## src/rtl/bidir_pad_arbiter.sv

```systemverilog
`default_nettype none
// ============================================================================
// Module      : bidir_pad_arbiter
// Description : Round-robin owner arbitration for a shared bidirectional pad
//               bank, with tristated turnaround gaps and a hold watchdog.
// Revision    : 1.0 - initial release
// ============================================================================
module bidir_pad_arbiter #(
    parameter int NUM_REQ        = 3,
    parameter int NUM_BIDIR_PADS = 8,
    parameter int TURNAROUND     = 2,
    parameter int TIMEOUT        = 1024,
    localparam int OW            = (NUM_REQ > 1) ? $clog2(NUM_REQ) : 1,
    localparam int PW            = NUM_REQ * NUM_BIDIR_PADS
) (
    input  logic                      clk,
    input  logic                      rst_n,
    input  logic [NUM_REQ-1:0]        req,
    input  logic [NUM_REQ-1:0]        rel,
    output logic [NUM_REQ-1:0]        gnt,
    output logic                      busy,
    output logic [OW-1:0]             owner,
    output logic                      timeout_evt,
    input  logic [PW-1:0]             slot_out,
    input  logic [PW-1:0]             slot_oe,
    input  logic [PW-1:0]             slot_pu,
    input  logic [PW-1:0]             slot_pd,
    input  logic [PW-1:0]             slot_cs,
    input  logic [PW-1:0]             slot_sl,
    input  logic [PW-1:0]             slot_ie,
    output logic [PW-1:0]             slot_in,
    input  logic [NUM_BIDIR_PADS-1:0] bidir_in,
    output logic [NUM_BIDIR_PADS-1:0] bidir_out,
    output logic [NUM_BIDIR_PADS-1:0] bidir_oe,
    output logic [NUM_BIDIR_PADS-1:0] bidir_pu,
    output logic [NUM_BIDIR_PADS-1:0] bidir_pd,
    output logic [NUM_BIDIR_PADS-1:0] bidir_cs,
    output logic [NUM_BIDIR_PADS-1:0] bidir_sl,
    output logic [NUM_BIDIR_PADS-1:0] bidir_ie
);

    localparam int W  = NUM_BIDIR_PADS;
    localparam int HW = (TIMEOUT > 0) ? $clog2(TIMEOUT + 1) : 1;
    localparam int TW = (TURNAROUND > 1) ? $clog2(TURNAROUND) : 1;

    localparam logic [1:0] ST_IDLE  = 2'd0;
    localparam logic [1:0] ST_GRANT = 2'd1;
    localparam logic [1:0] ST_TURN  = 2'd2;

    // Control bundle order: [6]=ie [5]=sl [4]=cs [3]=pd [2]=pu [1]=oe [0]=out
    localparam logic [6:0][W-1:0] PAD_SAFE = {{W{1'b1}}, {W{1'b0}}, {W{1'b0}},
                                              {W{1'b1}}, {W{1'b0}}, {W{1'b0}},
                                              {W{1'b0}}};

    logic [1:0]        state;
    logic [1:0]        state_nx;
    logic [OW-1:0]     ptr;
    logic [HW-1:0]     hold_cnt;
    logic [TW-1:0]     turn_cnt;
    logic [6:0][W-1:0] pad_q;
    logic [6:0][W-1:0] ctl_arr [NUM_REQ];

    logic              found;
    logic [OW-1:0]     sel;
    logic [OW-1:0]     cand;
    logic [NUM_REQ-1:0] sel_oh;
    logic              rel_normal;
    logic              rel_force;
    logic              turn_done;

    generate
        for (genvar k = 0; k < NUM_REQ; k++) begin : g_slot
            assign ctl_arr[k] = {slot_ie[k*W +: W], slot_sl[k*W +: W],
                                 slot_cs[k*W +: W], slot_pd[k*W +: W],
                                 slot_pu[k*W +: W], slot_oe[k*W +: W],
                                 slot_out[k*W +: W]};
            assign slot_in[k*W +: W] = (state == ST_GRANT && owner == OW'(k))
                                       ? bidir_in : '0;
        end
    endgenerate

    always_ff @(posedge clk or negedge rst_n) begin
        if (!rst_n) begin
            state <= ST_IDLE;
        end else begin
            state <= state_nx;
        end
    end

    // Search starts just past the last owner so a repeat requester goes last.
    always_comb begin
        found = 1'b0;
        sel   = '0;
        cand  = '0;
        for (int i = 1; i <= NUM_REQ; i++) begin
            cand = OW'((int'(ptr) + i) % NUM_REQ);
            if (!found && req[cand]) begin
                found = 1'b1;
                sel   = cand;
            end
        end
        for (int k = 0; k < NUM_REQ; k++) begin
            sel_oh[k] = (sel == OW'(k));
        end
        rel_normal = rel[owner] | ~req[owner];
        rel_force  = (TIMEOUT != 0) && (hold_cnt == HW'(TIMEOUT - 1));
        turn_done  = (turn_cnt == TW'(TURNAROUND - 1));
        state_nx   = state;
        case (state)
            ST_IDLE:  if (found) state_nx = ST_GRANT;
            ST_GRANT: if (rel_normal || rel_force)
                          state_nx = (TURNAROUND == 0) ? ST_IDLE : ST_TURN;
            ST_TURN:  if (turn_done) state_nx = ST_IDLE;
            default:  state_nx = ST_IDLE;
        endcase
    end

    always_ff @(posedge clk or negedge rst_n) begin
        if (!rst_n) begin
            gnt         <= '0;
            owner       <= '0;
            ptr         <= OW'(NUM_REQ - 1);
            hold_cnt    <= '0;
            turn_cnt    <= '0;
            timeout_evt <= 1'b0;
            pad_q       <= PAD_SAFE;
        end else begin
            timeout_evt <= (state == ST_GRANT) && rel_force && !rel_normal;
            pad_q       <= PAD_SAFE;
            case (state)
                ST_IDLE: begin
                    if (found) begin
                        gnt      <= sel_oh;
                        owner    <= sel;
                        ptr      <= sel;
                        hold_cnt <= '0;
                    end
                end
                ST_GRANT: begin
                    if (rel_normal || rel_force) begin
                        gnt      <= '0;
                        turn_cnt <= '0;
                    end else begin
                        pad_q <= ctl_arr[owner];
                        if (hold_cnt != {HW{1'b1}}) begin
                            hold_cnt <= hold_cnt + 1'b1;
                        end
                    end
                end
                ST_TURN: begin
                    if (!turn_done) begin
                        turn_cnt <= turn_cnt + 1'b1;
                    end
                end
                default: begin
                    gnt <= '0;
                end
            endcase
        end
    end

    always_comb begin
        busy      = (state != ST_IDLE);
        bidir_out = pad_q[0];
        bidir_oe  = pad_q[1];
        bidir_pu  = pad_q[2];
        bidir_pd  = pad_q[3];
        bidir_cs  = pad_q[4];
        bidir_sl  = pad_q[5];
        bidir_ie  = pad_q[6];
    end

endmodule
`default_nettype wire
```

## config.mk

```make
export PLATFORM = sky130hd
export DESIGN_NAME = bidir_pad_arbiter
export DESIGN_NICKNAME = d
export VERILOG_FILES = /design/src/rtl/bidir_pad_arbiter.sv
export SDC_FILE = /design/constraint.sdc
export NUM_CORES = 1
export LEC_CHECK = 0
export ABC_AREA = 1
export ABC_CLOCK_PERIOD_IN_PS = 4500
export CAP_MARGIN = 20
export CORE_AREA = 4 4 107 109
export CTS_CLUSTER_DIAMETER = 60
export DETAILED_ROUTE_END_ITERATION = 7
export DIE_AREA = 0 0 111 113
export PLACE_DENSITY = 0.86
export SYNTH_ARGS = -nofsm -noshare
export SYNTH_HDL_FRONTEND = slang
export SYNTH_SLANG_ARGS = --single-unit
```

## constraint.sdc

```tcl
create_clock -name clk -period 4.5 [get_ports clk]
set_input_delay 0.9 -clock clk [delete_from_list [all_inputs] [get_ports clk]]
set_output_delay 0.9 -clock clk [all_outputs]
set_load 0.01 [all_outputs]
```

# --- Word level (Yosys, flattened, before mapping) ---
# Index checks and enable logic that the tools add are counted.
totals:
  register_bits: 78
  inputBits: 184
  out_inout_bits: 87
  wordCells: 104
classes:
  addsub: 5
  n_div: 3
  n_lt_le_gt_ge: 5
  n_eq_ne: 13
  muxes: 38
  bitwise_logic: 4
  n_reduce_logical: 22
op_table:
  columns: ["operator", "count"]
  rows:
  - ["two-way mux 56 bit", 4]
  - ["binary-select mux 56 bit (select 2 bit)", 1]
  - ["modulo 32 x 3 -> 32 bit (second input constant)", 3]
  - ["two-way mux 11 bit", 3]
  - ["two-way mux 8 bit", 3]
  - ["one-hot mux 11 bit (2 select lines)", 1]
  - ["< comparator 2 x 3 -> 1 bit (second input constant)", 4]
  - ["two-way mux 2 bit", 6]
  - ["adder 11 x 1 -> 11 bit (second input constant)", 1]
  - ["== test 11 x 10 -> 1 bit (second input constant)", 1]
  - ["inequality test 11 bit (second input constant)", 1]
  - ["binary-select mux 1 bit (select 2 bit)", 5]
  - ["two-way mux 1 bit", 10]
  - ["one-hot mux 3 bit (3 select lines)", 1]
  - ["logical AND 1 bit", 7]
  - ["adder 2 x 2 -> 3 bit (second input constant)", 2]
  - ["== test 2 x 1 -> 1 bit (second input constant)", 3]
  - ["== test 2 bit (second input constant)", 3]
  - ["logical NOT 2 bit", 3]
  - ["two-way mux 3 bit", 2]
  - ["inequality test 2 bit (second input constant)", 3]
  - ["one-hot mux 2 bit (3 select lines)", 1]
  - ["AND reduction 3 bit", 2]
  - ["nonzero test 2 bit", 3]
  - ["12 further kinds", 17]

# --- Depth between registers and ports, before layout ---
depth:
  ltp_word: 14
  mapped_depth: 14
  ltp_nobuf: 12

# --- Worst setup path before layout ---
# No wires, ideal clock.
synth_path:
  path_kind: "reg-to-output"
  startpoint: "reg owner[1]"
  endpoint: "out slot_in[16]"
  arrival_ns: 1.210
  setup_slack_ns: 2.390
  stages_incl_launch_ff: 6
  n_path_buf: 1
  cell_sequence: "dfrtp_1 -> inv_1 -> nor2_1 -> buf_2 -> nand2_1 -> nor2_1"
synth_between:
  elab_chain_len: 3
synth_lines:
  columns: ["element", "line", "text"]
  rows:
  - ["from (decl)", "22", "output logic [OW-1:0] owner,"]
  - ["from (signal assigned)", "134", "owner <= sel;"]
  - ["== test 2 bit", "77", "assign slot_in[k*W +: W] = (state == ST_GRANT && owner == OW'(k))"]
  - ["logical AND 1 bit", "77", null]
  - ["two-way mux 8 bit", "78", "? bidir_in : '0;"]
  - ["to (decl)", "31", "output logic [PW-1:0] slot_in,"]
# Every way passes these cells.

# --- Worst setup path in the final report ---
layout_path:
  startpoint: "reg owner[0]"
  endpoint: "out slot_in[13]"
layout_between:
  elab_chain_len: 3
layout_lines:
  columns: ["element", "line"]
  rows:
  - ["== test 2 x 1 -> 1 bit", "77"]
  - ["logical AND 1 bit", "77"]
  - ["two-way mux 8 bit", "78"]
# Every way passes these cells.

==> results.md <==
GRT:
- Entering global routing, the biggest net connects 78 pins.
- The via count of the first global-routing pass was 4561.
- The all-layer global routing usage is between 20% and 30%.
- The number of antenna violations at the first check in global routing came to 0.
- The first global-routing pass estimated 23000 um of wire.
- The total congestion overflow is 0.

STA:
- Between clock sinks in the finished design, the worst skew comes to 0.0105 ns.
- The final worst-path setup slack is 1.38 ns.
- Setup repair after global routing left no endpoint under its margin.
- The transition at the pin with the smallest max-transition slack is ~0.96 ns.
- The final setup violation count is 0.
- The time the worst path needs with I/O delays and setup is 3.12 ns.
- The timing-limited maximum frequency is roughly 0.32 GHz.
- After layout, the worst path uses 69.4% of the clock period.
- The final max-slew violation count came to 0.
- The setup TNS is 0 ns.
- Measured against its own limit, the worst slew margin works out to 35.9%.
- The hold violation total from the final report is 0.

Clocking:
- Buffers inserted to repair hold after CTS numbered 0.
- The total CTS buffers is 9.
- The later-pin clock latency in the skew report is approximately 0.35 ns.
- The CTS tree is done.
- After clock tree synthesis, the clock-pin slew on the worst setup and hold paths is 0.08 ns.
- Clock tree synthesis found a total of 77 sinks.
- After clock tree synthesis, the repair step resized 0 gates.
- The setup fix buffers added after clock tree synthesis is 0.
- The total number of H-tree levels is 3.
- The tree is rooted in a sky130_fd_sc_hd__clkbuf_8.
- The clock passes through at most 2 buffers.

Routing:
- The average wire per standard cell is 16.4 um.
- The DRC violation total after the first TritonRoute iteration is between 200 and 300.
- The number of nets with antenna violations after routing is 0.
- For this run, the detailed router's first-pass iteration total came to 6.
- The number of vias per cell after detailed routing is 5.03.
- The number of DRC violations after detailed routing is 0.
- The uppermost layer routed is met4.
- The via count is 4688.
- Summed over all nets, wire length on met2 after detailed routing comes to around 7800 um.
- The total met3 wirelength after detailed routing is 1400 um.
- The routed metal-1 wirelength is 5680 um.
- The sum of routed wire length over all layers is 15300 um.

Critical path:
- The cell with the largest stage delay on the worst path is sky130_fd_sc_hd__dfrtp_1.
- Data on the critical path arrives at its endpoint at about 2.2 ns.
- The critical path launch point is owner[0].
- The data required time at the worst endpoint is 3.60 ns.
- The critical path in this run is classified as reg -> out.
- The critical path goes through inv_2 > nor2_4 > nand2_1 > nor2_1 > clkdlybuf4s50_1.
- The critical path contains buffers and inverters numbering 2 combined.
- The family of cells with the greatest summed delay on the critical path is buffers and inverters.
- The biggest cell delay along the critical path is 0.64 ns.
- STA classifies the critical path endpoint as an output port.
- The origin of the critical flop-to-flop path is owner[0].
- The worst setup path is launched from a flip-flop.
- Along the worst path, the maximum fanout reaches 9.

Floorplan:
- The die is 113 um tall.
- The die is between 100 and 150 um wide.
- The row count is 38.
- For this configuration, the core starts out at a cell density of 37.9%.
- The total area inside the core boundary comes to 10600 um^2.
- The number of top-level design ports is 271.
- The floorplan step defined a die boundary enclosing 12500 um^2.

Power and ir drop:
- The clock network accounts for roughly 17% of the total power.
- For this design the ratio of total power to cell area is about 410 nW/um^2.
- Internal power comes to 1690 uW.
- In this run, the combinational gates consume 51.4% of the power.
- The net switching power of the design is 1200 uW.
- Summing internal, switching and leakage power gives ~2900 uW.
- The analysis attributes to cell leakage a power of between 0.002 and 0.003 uW.
- The sequential fraction of design power is a little under a third.
- Across the VDD grid, the largest voltage drop is 0.372 mV.
- The switching share of power is 41.5%.

Flow run:
- The count of max-cap constraint violations is 0.

Worst hold path:
- The start point of the worst min-delay path is turn_cnt.
- The class of the worst hold path is reg -> reg.

Synthesis:
- The post-synthesis cell count is 530.
- The count of synthesis-stage warnings from yosys is 0.
- The count of cell types in the netlist is 27.
- The post-synthesis instance area is 4010 um^2.
- The cell with the most instances after synthesis is sky130_fd_sc_hd__nand2_1.
- After synthesis, the share of flip-flops with an asynchronous set or reset is 100%.
- Sequential elements use a little under 50% of the synthesized area.
- After synthesis the netlist holds a flip-flop and latch count of 77.
- The area fraction of the dominant cell type after synthesis is between 30 and 40%.
- A synthesized cell averages 7.57 um^2.
- Summed over all instances, the cell type with the most area after synthesis is sky130_fd_sc_hd__dfrtp_1.
- The number of flops mapped to enable cells by yosys is 0.
- For this run, the leading register cell type out of synthesis is sky130_fd_sc_hd__dfrtp_1.
- Counting every net in the synthesized netlist gives 719.
- The commonest cells after synthesis are sky130_fd_sc_hd__nand2_1, sky130_fd_sc_hd__dfrtp_1, sky130_fd_sc_hd__nor2_1.
- Yosys attributes the largest share of cell area to sky130_fd_sc_hd__dfrtp_1, sky130_fd_sc_hd__nand2_1, sky130_fd_sc_hd__dfstp_2.

Layout:
- Cells with a size suffix above 1 make up 5.68% of the layout.
- The area growth from synthesis to layout is 74.3%.
- The repair_antennas step left the layout with diodes totalling 0.
- The summed area of non-filler cells in the final layout is 7000 um^2.
- The number of nets at the end of the flow is approximately 980.
- The final core utilization is 66.0%.

Place:
- During placement, the flow inserted port buffers numbering 270.
- Before CTS, the worst setup slack after placement is about 1.4 ns.
- After detailed placement, the total cell area comes to ~7000 um^2.
- The wire-length estimate of the detail-placed layout is 11800 um.
- At the end of routability-driven placement, the weighted congestion stood at 0.933.

Run status:
- The flow ran to the end, and the final reports show no timing, DRC or antenna violations.
[layout make-up]
class | count | area (um^2)
inverter | 27 | 101
tap | 140 | 175
timing repair buffer | 274 | 2730
sequential | 77 | 1950
clock inverter | 4 | 20.0
fill | 847 | 3610
clock buffer | 12 | 166
multi-input combinational | 398 | 1860
[sequential cells by signal, summed over array words and instances, names as in the netlist, 3 cells and up]
signal / flops
hold_cnt: 11
bidir_pd: 8
bidir_ie: 8
bidir_pu: 8
gnt: 3
bidir_sl: 8
bidir_out: 8
bidir_cs: 8
bidir_oe: 8
[final timing paths]
path,to,slack (ns),cells after the start
worst max register to register,hold_cnt[10],1.63,12
worst min-delay path,state[1],0.47,1
max in group asynchronous,bidir_cs[6],3.17,1
min in group asynchronous,bidir_cs[2],0.69,1
worst max-delay path,slot_in[13],1.38,5
worst min register to register,state[1],0.47,1
[worst reg2reg max path: stages (launching register included)]
cell,delay (ns)
sky130_fd_sc_hd__dfrtp_1,0.64
sky130_fd_sc_hd__inv_2,0.17
sky130_fd_sc_hd__ha_1,0.43
sky130_fd_sc_hd__inv_1,0.13
sky130_fd_sc_hd__nand2_1,0.05
sky130_fd_sc_hd__nand3_1,0.07
sky130_fd_sc_hd__nand2_1,0.12
sky130_fd_sc_hd__nand3_1,0.12
sky130_fd_sc_hd__nand2_1,0.13
sky130_fd_sc_hd__nand2_1,0.35
sky130_fd_sc_hd__nand2_1,0.33
sky130_fd_sc_hd__nand2_1,0.15
sky130_fd_sc_hd__nand2_1,0.07
[metrics by stage]
| step | hold WS, ns | std cells |
|---|---|---|
| 3_5_place_dp | 0.463 | 916 |
| 2_1_floorplan | 0.436 | 530 |
| 6_report | 0.465 | 932 |
| 3_3_place_gp | 0.454 | 916 |
| 4_1_cts | 0.473 | 932 |
| 5_1_grt | 0.501 | 932 |
[layer usage]
| layer | global-route usage (%) | up-vias |
|---|---|---|
| met5 | 0 | - |
| met4 | 8.29 | 0 |
| met3 | 6.79 | 28 |
| met2 | 41.9 | 250 |
| met1 | 26.2 | 2166 |
| li1 | - | 2244 |
[power groups by stage]
stage | Clock, uW | Sequential [uW] | Combinational [uW]
6_report | 499 | 909 | 1490
5_1_grt | 544 | 924 | 1630
4_1_cts | 509 | 909 | 1500
3_5_place_dp | 0 | 922 | 1490
3_3_place_gp | 0 | 917 | 1450
2_1_floorplan | 0 | 954 | 777
[cells in the final DEF (no fill, tap or decap), types with 8 or more instances in the layout]
master / instances
sky130_fd_sc_hd__nor2_1: 47
sky130_fd_sc_hd__nand3_1: 41
sky130_fd_sc_hd__clkbuf_8: 10
sky130_fd_sc_hd__clkdlybuf4s50_1: 269
sky130_fd_sc_hd__o21ai_0: 8
sky130_fd_sc_hd__a31oi_1: 41
sky130_fd_sc_hd__nand2_1: 216
sky130_fd_sc_hd__a22oi_1: 14
sky130_fd_sc_hd__dfstp_2: 17
sky130_fd_sc_hd__inv_1: 24
sky130_fd_sc_hd__dfrtp_1: 60
[kinds of logic after synthesis]
kind of cell | Yosys count | share of synthesized area (%)
AND/OR/NAND/NOR | 320 | 32.2
flip-flops | 77 | 48.5
AO/OA/AOI/OAI | 67 | 10.6
buffers and inverters | 55 | 5.80
XOR/XNOR | 6 | 1.31
adder cells (fa/ha/maj) | 5 | 1.56
(Power assumes the default switching activity.)
